**src/rtl/capture_sequencer.sv**
```systemverilog
// capture_sequencer: moves RF samples from the data generator (ADC or test
// pattern) into the USB sample FIFO. Latches the test-mode select while idle,
// waits a settle period, then streams one zero-extended 10-bit sample per
// clock. Raises sticky flags for FIFO overflow and for breaks in the
// incrementing test pattern. Every output comes straight from a flop.
module capture_sequencer #(
  parameter int unsigned SETTLE_CYCLES = 16,  // clocks spent in SETTLE, >= 1
  parameter int unsigned COUNT_WIDTH   = 32   // width of sampleCount
) (
  input  logic                   clock,
  input  logic                   reset,
  input  logic                   collectionEnable,
  input  logic                   testModeRequest,
  input  logic [9:0]             dataIn,
  input  logic                   fifoFull,
  output logic                   testModeFlag,
  output logic                   fifoWrite,
  output logic [15:0]            fifoData,
  output logic                   captureActive,
  output logic                   bufferOverflow,
  output logic                   sequenceError,
  output logic [COUNT_WIDTH-1:0] sampleCount
);

  // The settle counter runs 0 .. SETTLE_CYCLES-1, one step per SETTLE clock.
  localparam int unsigned SETTLE_W = (SETTLE_CYCLES > 1) ? $clog2(SETTLE_CYCLES) : 1;
  localparam logic [SETTLE_W-1:0]    SETTLE_LAST = SETTLE_W'(SETTLE_CYCLES - 1);
  localparam logic [SETTLE_W-1:0]    SETTLE_ONE  = SETTLE_W'(1);
  localparam logic [COUNT_WIDTH-1:0] COUNT_ONE   = COUNT_WIDTH'(1);
  localparam logic [9:0]             SAMPLE_ONE  = 10'd1;

  typedef enum logic [1:0] {
    S_IDLE,
    S_SETTLE,
    S_CAPTURE,
    S_OVERFLOW
  } state_e;

  state_e                 state_q,          state_d;
  logic [SETTLE_W-1:0]    settle_cnt_q,     settle_cnt_d;
  logic                   test_mode_q,      test_mode_d;
  logic                   fifo_write_q,     fifo_write_d;
  logic [15:0]            fifo_data_q,      fifo_data_d;
  logic                   capture_active_q, capture_active_d;
  logic                   overflow_q,       overflow_d;
  logic                   seq_err_q,        seq_err_d;
  logic [COUNT_WIDTH-1:0] sample_count_q,   sample_count_d;
  logic [9:0]             last_sample_q,    last_sample_d;
  logic                   have_last_q,      have_last_d;

  // Successor of the previous test-pattern word; 10-bit arithmetic makes
  // 1023 -> 0 a legal step.
  logic [9:0] expected_sample;
  assign expected_sample = last_sample_q + SAMPLE_ONE;

  // Next-state and next-output logic for the capture FSM.
  always_comb begin
    // NOTE: every _d gets a default before the case so no path leaves a
    // variable unassigned, which would otherwise infer a latch.
    state_d          = state_q;
    settle_cnt_d     = settle_cnt_q;
    test_mode_d      = test_mode_q;
    fifo_write_d     = 1'b0;
    fifo_data_d      = fifo_data_q;
    capture_active_d = 1'b0;
    overflow_d       = overflow_q;
    seq_err_d        = seq_err_q;
    sample_count_d   = sample_count_q;
    last_sample_d    = last_sample_q;
    have_last_d      = have_last_q;

    unique case (state_q)
      S_IDLE: begin
        // Test-mode select only follows the host while idle.
        test_mode_d = testModeRequest;
        if (collectionEnable) begin
          state_d        = S_SETTLE;
          settle_cnt_d   = '0;
          sample_count_d = '0;
          overflow_d     = 1'b0;
          seq_err_d      = 1'b0;
          have_last_d    = 1'b0;
        end
      end

      S_SETTLE: begin
        if (!collectionEnable) begin
          state_d = S_IDLE;
        end else if (settle_cnt_q == SETTLE_LAST) begin
          state_d          = S_CAPTURE;
          capture_active_d = 1'b1;
        end else begin
          settle_cnt_d = settle_cnt_q + SETTLE_ONE;
        end
      end

      S_CAPTURE: begin
        // Host stop outranks a full FIFO, which outranks a write.
        if (!collectionEnable) begin
          state_d = S_IDLE;
        end else if (fifoFull) begin
          state_d    = S_OVERFLOW;
          overflow_d = 1'b1;
        end else begin
          capture_active_d = 1'b1;
          fifo_write_d     = 1'b1;
          fifo_data_d      = {6'b0, dataIn};
          sample_count_d   = sample_count_q + COUNT_ONE;
          if (test_mode_q) begin
            if (have_last_q && (dataIn != expected_sample)) begin
              seq_err_d = 1'b1;
            end
            last_sample_d = dataIn;
            have_last_d   = 1'b1;
          end
        end
      end

      S_OVERFLOW: begin
        // Parked until the host drops enable and restarts the capture.
        if (!collectionEnable) begin
          state_d = S_IDLE;
        end
      end

      default: begin
        state_d = S_IDLE;
      end
    endcase
  end

  // State and output registers; reset clears everything immediately.
  always_ff @(posedge clock or posedge reset) begin
    if (reset) begin
      state_q          <= S_IDLE;
      settle_cnt_q     <= '0;
      test_mode_q      <= 1'b0;
      fifo_write_q     <= 1'b0;
      fifo_data_q      <= '0;
      capture_active_q <= 1'b0;
      overflow_q       <= 1'b0;
      seq_err_q        <= 1'b0;
      sample_count_q   <= '0;
      last_sample_q    <= '0;
      have_last_q      <= 1'b0;
    end else begin
      // NOTE: non-blocking assignments so every flop samples pre-edge values.
      state_q          <= state_d;
      settle_cnt_q     <= settle_cnt_d;
      test_mode_q      <= test_mode_d;
      fifo_write_q     <= fifo_write_d;
      fifo_data_q      <= fifo_data_d;
      capture_active_q <= capture_active_d;
      overflow_q       <= overflow_d;
      seq_err_q        <= seq_err_d;
      sample_count_q   <= sample_count_d;
      last_sample_q    <= last_sample_d;
      have_last_q      <= have_last_d;
    end
  end

  assign testModeFlag   = test_mode_q;
  assign fifoWrite      = fifo_write_q;
  assign fifoData       = fifo_data_q;
  assign captureActive  = capture_active_q;
  assign bufferOverflow = overflow_q;
  assign sequenceError  = seq_err_q;
  assign sampleCount    = sample_count_q;

endmodule
```
**config.mk**
```make
export PLATFORM = sky130hd
export DESIGN_NAME = capture_sequencer
export DESIGN_NICKNAME = d
export VERILOG_FILES = /design/src/rtl/capture_sequencer.sv
export SDC_FILE = /design/constraint.sdc
export NUM_CORES = 1
export LEC_CHECK = 0
export CORE_ASPECT_RATIO = 1.2
export CORE_MARGIN = 8
export CORE_UTILIZATION = 40
export CTS_BUF_LIST = sky130_fd_sc_hd__clkbuf_8
export CTS_CLUSTER_DIAMETER = 80
export DETAILED_ROUTE_END_ITERATION = 10
export HOLD_SLACK_MARGIN = 0.08
export PLACE_DENSITY = 0.71
export SLEW_MARGIN = 20
export SYNTH_ARGS = -nofsm -noshare
export SYNTH_HDL_FRONTEND = slang
export SYNTH_SLANG_ARGS = --single-unit
```
**constraint.sdc**
```tcl
create_clock -name clock -period 2.9 [get_ports clock]
set_input_delay 0.29 -clock clock [delete_from_list [all_inputs] [get_ports clock]]
set_output_delay 0.29 -clock clock [all_outputs]
set_load 0.1 [all_outputs]
```
Word level (Yosys, flattened, before mapping)
Cells that the tools add are included.
Word-level totals
  register bits after elaboration: 64
  input port bits: 15
  output and inout bits: 53
  logic and storage cells: 77
Operators by class
  add/subtract/negate cells: 3
  equality and inequality tests: 16
  multiplexer cells: 34
  bitwise logic cells: 1
  reduce and logical (&&, ||, !) cells: 12
Operators with widths (number)
  $mux W32: 3
  $pmux W32 S2: 1
  $add A32 B1 Y32 const B: 1
  $reduce_and A4 Y1: 5
  $ne A2 B2 Y1 const B: 9
  $mux W1: 15
  $mux W2: 6
  $mux W4: 3
  $add A10 B1 Y10 const B: 1
  $ne A10 B10 Y1: 1
  $pmux W1 S2: 4
  $pmux W2 S4: 1
  $pmux W4 S2: 1
  $ne A3 B3 Y1 const B: 2
  $reduce_and A6 Y1: 1
  $reduce_and A5 Y1: 1
  $add A4 B1 Y4 const B: 1
  $eq A2 B2 Y1 const B: 2
  $eq A4 B4 Y1 const B: 1
  $reduce_bool A2 Y1: 2
  $reduce_and A3 Y1: 1
  $eq A2 B1 Y1 const B: 1
  $logic_not A2 Y1: 1
  $logic_and A1 B1 Y1: 1
  $not A1 Y1: 1

Longest topological paths before layout
  depth after elaboration: 8
  gate-level depth with buffers: 10
  depth with buffers taken out: 7

Least setup slack after synthesis
OpenSTA, ideal clock, no wires.
  path type: register to register
  start: reg sample_count_q[5] (netlist: sampleCount[5])
  end: reg sample_count_q[31] (netlist: sampleCount[31])
  arrival: 2777 ps
  data required time: 2822 ps
  setup slack: 44 ps
  stages on the path, launching flop included: 7
  buffers on the path: 1
  clock period less this slack: 2856 ps
  cell sequence: dfrtp_1 -> inv_1 -> or4b_1 -> buf_2 -> or3_4 -> or4_1 -> a21oi_1
Between the ends
  cells in the longest elaborated chain, start to end: 4
Ends and longest elaborated chain
  from (decl): line 47  | logic [COUNT_WIDTH-1:0] sample_count_q, sample_count_d;
  from (signal assigned): line 156  | sample_count_q <= sample_count_d;
  $add A32 B1 Y32: line 108  | sample_count_d = sample_count_q + COUNT_ONE;
  $mux W32: line 101  | end else if (fifoFull) begin
  $mux W32: line 99  | if (!collectionEnable) begin
  $pmux W32 S2: line 72  | unique case (state_q)
Every way passes these cells. The select of a mux whose other input is x is not followed.
A chain may end at the register's enable or synchronous reset.

Worst setup path in the final report
  start: reg state_q[0]
  end: reg sample_count_q[31] (netlist: sampleCount[31])
Between the ends
  cells in the longest elaborated chain, start to end: 3
Ends and longest elaborated chain
  from (decl): line 39  | state_e state_q, state_d;
  from (signal assigned): line 148  | state_q <= state_d;
  $eq A2 B2 Y1 or $logic_not A2 Y1 (tied branches): line 72
  $ne A2 B2 Y1 (no line) or $reduce_bool A2 Y1 (tied branches)
  $reduce_and A4 Y1 (no line)
Parallel ways exist; a longest one is shown, timed or not.

==> out/results.txt <==
PostCTS Resize Cnt = 0
initial antenna violation count = 0
IO buf count = 61
startpoint class of the critical path = flip-flop
Final HPWL DP = 5840 microns
fmax = 0.374 GHz
fin. max-slew vios = 0
Hold-fix buffers, CTS = 0
drt initial violations = 179
Fin. Hold Viols = 0
clock sink count = 64
# Post-CTS Setup Buffers = 0
synth unique cells = 41
syn_area_per_cell = 9.43 sq um
synthesized flop and latch total = 64
first-pass GRT wire length = 13300 microns
hold_ws = 0.331 ns
GRT overflow = 0
Power Density = 799 nW/um^2
synthesized area = 3390 sq um
CP Data Arrival Time = 2.94 ns
routed vias = 2792
worst r2r path cells = 8
Crit path required time = 3.16 ns
DRT Wirelength = 7990 microns
Placer Congestion = 0.833
Routed wire per std cell = 14.7 microns
sum of negative setup slack = 0 ns
Fill cells = 770
Util after Layout = 0.515
outcome = finished, final reports clean
leakage power = 1.95 nW
row count = 36
total CTS buffers = 9
iteration count of the initial detailed-routing pass = 7
Core ar. = 8150 sq um
layout cell share with drive strength beyond 1 = 0.200
Yosys Warn Count = 0
number of routed nets with antenna violations = 0
HP Class = in2async
Inserted Diodes = 0
crit share post-route = 0.923
H-tree levels = 3
area of the multi-input gates = 1650 sq um
Mapped Cells = 359
Initial Utilization = 0.415
CTS tree = done
Die W = 100 microns
synth-to-layout area growth = 23.9%
Final #Nets = 447
All-Layer GR Usage = 0.143
clk slew on worst S/H paths = 0.07 ns
clock latency on the worst-skew pair = 0.34 ns
storage element area = 1600 sq um
vias in the first global route = 2828
CP Capture Type = flip-flop
Worst Setup Path Type = reg2reg
maximum clock path buffer count = 2
maximum vdd ir drop = 0.584 mV
Layout Skew = 0.00815 ns
setup repair after global routing missed its margin = no
Tmin final = 2.68 ns
Finish-stage setup viols = 0
Max Cap Viol = 0
Slew headroom = 0.668
die area = 11700 sq um
Die H = 117 microns
Clk Tree Root Cell = clkbuf_8
DRC = 0
pin count of the biggest net entering global routing = 65
worst-margin pin slew = 0.495 ns
register area share after synthesis = 0.473
worst-path maximum fanout = 11
total power = 0.00335 W
# IOs = 68
via/cell ratio = 5.14
## synth_stat cells
| master | number | area, sq um |
|---|---|---|
| nand4_1 | 13 | 81.3 |
| o21ai_0 | 13 | 65.1 |
| or3_4 | 1 | 11.3 |
| o22ai_1 | 1 | 6.26 |
| or3_1 | 4 | 25.0 |
| or4_1 | 2 | 15.0 |
| o311ai_0 | 1 | 8.76 |
| a31oi_1 | 2 | 12.5 |
| and2_1 | 2 | 12.5 |
| nor2b_1 | 3 | 18.8 |
| or4b_1 | 1 | 10.0 |
| a22o_1 | 6 | 52.6 |
| conb_1 | 1 | 3.75 |
| xnor2_1 | 23 | 201 |
| dfrtp_1 | 64 | 1600 |
| a41oi_1 | 1 | 8.76 |
| nor3b_1 | 2 | 15.0 |
| nand4b_1 | 1 | 8.76 |
| a211o_1 | 1 | 8.76 |
| mux2i_1 | 3 | 30.0 |
| and4_1 | 2 | 17.5 |
| buf_4 | 7 | 52.6 |
| o31a_1 | 1 | 8.76 |
| nor4b_1 | 1 | 8.76 |
| nor4_1 | 11 | 68.8 |
| o22ai_2 | 1 | 12.5 |
| a21boi_0 | 1 | 7.51 |
| nor3_1 | 6 | 30.0 |
| nand3_1 | 19 | 95.1 |
| and3_1 | 6 | 37.5 |
| clkbuf_1 | 13 | 48.8 |
| nor2_1 | 32 | 120 |
| nand2_1 | 47 | 176 |
| mux2_2 | 11 | 124 |
| o31ai_1 | 2 | 15.0 |
| ha_1 | 7 | 87.6 |
| inv_1 | 13 | 48.8 |
| xor2_1 | 15 | 131 |
| buf_2 | 1 | 5.00 |
| nand2b_1 | 2 | 12.5 |
| a21oi_1 | 16 | 80.1 |
## area by class of cell
class	count	share of cell area
multi-input cells	266	0.393
flip-flops and latches	64	0.382
repair buffers	71	0.138
clock buffers	11	0.0361
well taps	114	0.0340
inverters	13	0.0116
clock inverters	4	0.00507
## final timing paths
path | start | endpoint | slack, ns
setup / recovery | state_q[0] | sampleCount[31] | 0.22
hold / removal | reset | sampleCount[12] | 0.33
setup reg to reg | state_q[0] | sampleCount[31] | 0.22
hold reg to reg | fifoData[6] | fifoData[6] | 0.48
max in group asynchronous | reset | sampleCount[25] | 2.29
min in group clock | fifoData[6] | fifoData[6] | 0.48
## layout by cell type (no fill, tap or decap), types with 2 or more instances in the layout
| cell type | n |
|---|---|
| clkbuf_8 | 11 |
| a21oi_1 | 16 |
| inv_1 | 13 |
| and4_1 | 2 |
| o21ai_0 | 13 |
| clkdlybuf4s50_1 | 14 |
| nor3_1 | 6 |
| mux2_2 | 11 |
| o31ai_1 | 2 |
| and2_1 | 2 |
| and3_1 | 6 |
| nor4_1 | 11 |
| xnor2_1 | 23 |
| mux2i_1 | 3 |
| a22o_1 | 6 |
| nor2_1 | 31 |
| or3_1 | 4 |
| nor2b_1 | 3 |
| buf_4 | 56 |
| dfrtp_1 | 64 |
| clkinv_2 | 2 |
| nand2_1 | 47 |
| ha_1 | 7 |
| nand2b_1 | 2 |
| nor3b_1 | 2 |
| nand4_1 | 13 |
| or4_1 | 2 |
| nand3_1 | 19 |
| a31oi_1 | 2 |
| conb_1 | 6 |
| xor2_1 | 15 |
## stage by stage
| stage | cells | setup WS (ns) | area [sq um] |
|---|---|---|---|
| 2_1_floorplan | 364 | 0.0444 | 3400 |
| 3_3_place_gp | 528 | 0.301 | 4020 |
| 3_5_place_dp | 528 | 0.238 | 4020 |
| 4_1_cts | 543 | 0.238 | 4200 |
| 5_1_grt | 543 | 0.108 | 4200 |
| 6_report | 543 | 0.225 | 4200 |
## worst max-delay path, stage by stage, from the launching register on
cell and delay (ns):
dfrtp_1 0.45, inv_1 0.12, ha_1 0.24, buf_4 0.18, nand2_1 0.07, or4b_1 0.49
or3_4 0.42, or4_1 0.48, a21oi_1 0.15
## sequential cells by signal (all words and copies together) (netlist names)
register        cells
settle_cnt_q        4
have_last_q         1
sampleCount        32
captureActive       1
state_q             2
bufferOverflow      1
fifoWrite           1
last_sample_q      10
sequenceError       1
testModeFlag        1
fifoData           10
## per-layer routing
layer	GRT usage	wire length, microns	up-vias
met5	0	0	-
met4	0.0667	146	0
met3	0.0426	510	12
met2	0.238	3870	70
met1	0.166	3470	1342
li1	-	-	1368
## report_power, final
part | leakage, nW | switching [W] | internal, W
logic | 0.983 | 0.00102 | 0.000409
registers | 0.872 | 0.000186 | 0.00106
clock network | 0.0924 | 0.000326 | 0.000346
total | 1.95 | 0.00154 | 0.00182
## logic make-up after synthesis
family / after synthesis / share of synthesized area
flops: 64 / 0.473
simple gates: 155 / 0.226
buf+inv: 34 / 0.0458
fa+ha+maj: 7 / 0.0259
compound gates: 46 / 0.0846
mux: 14 / 0.0455
other cells: 1 / 0.00111
xor+xnor: 38 / 0.0983
No activity file was read; power rests on OpenSTA's default activity.
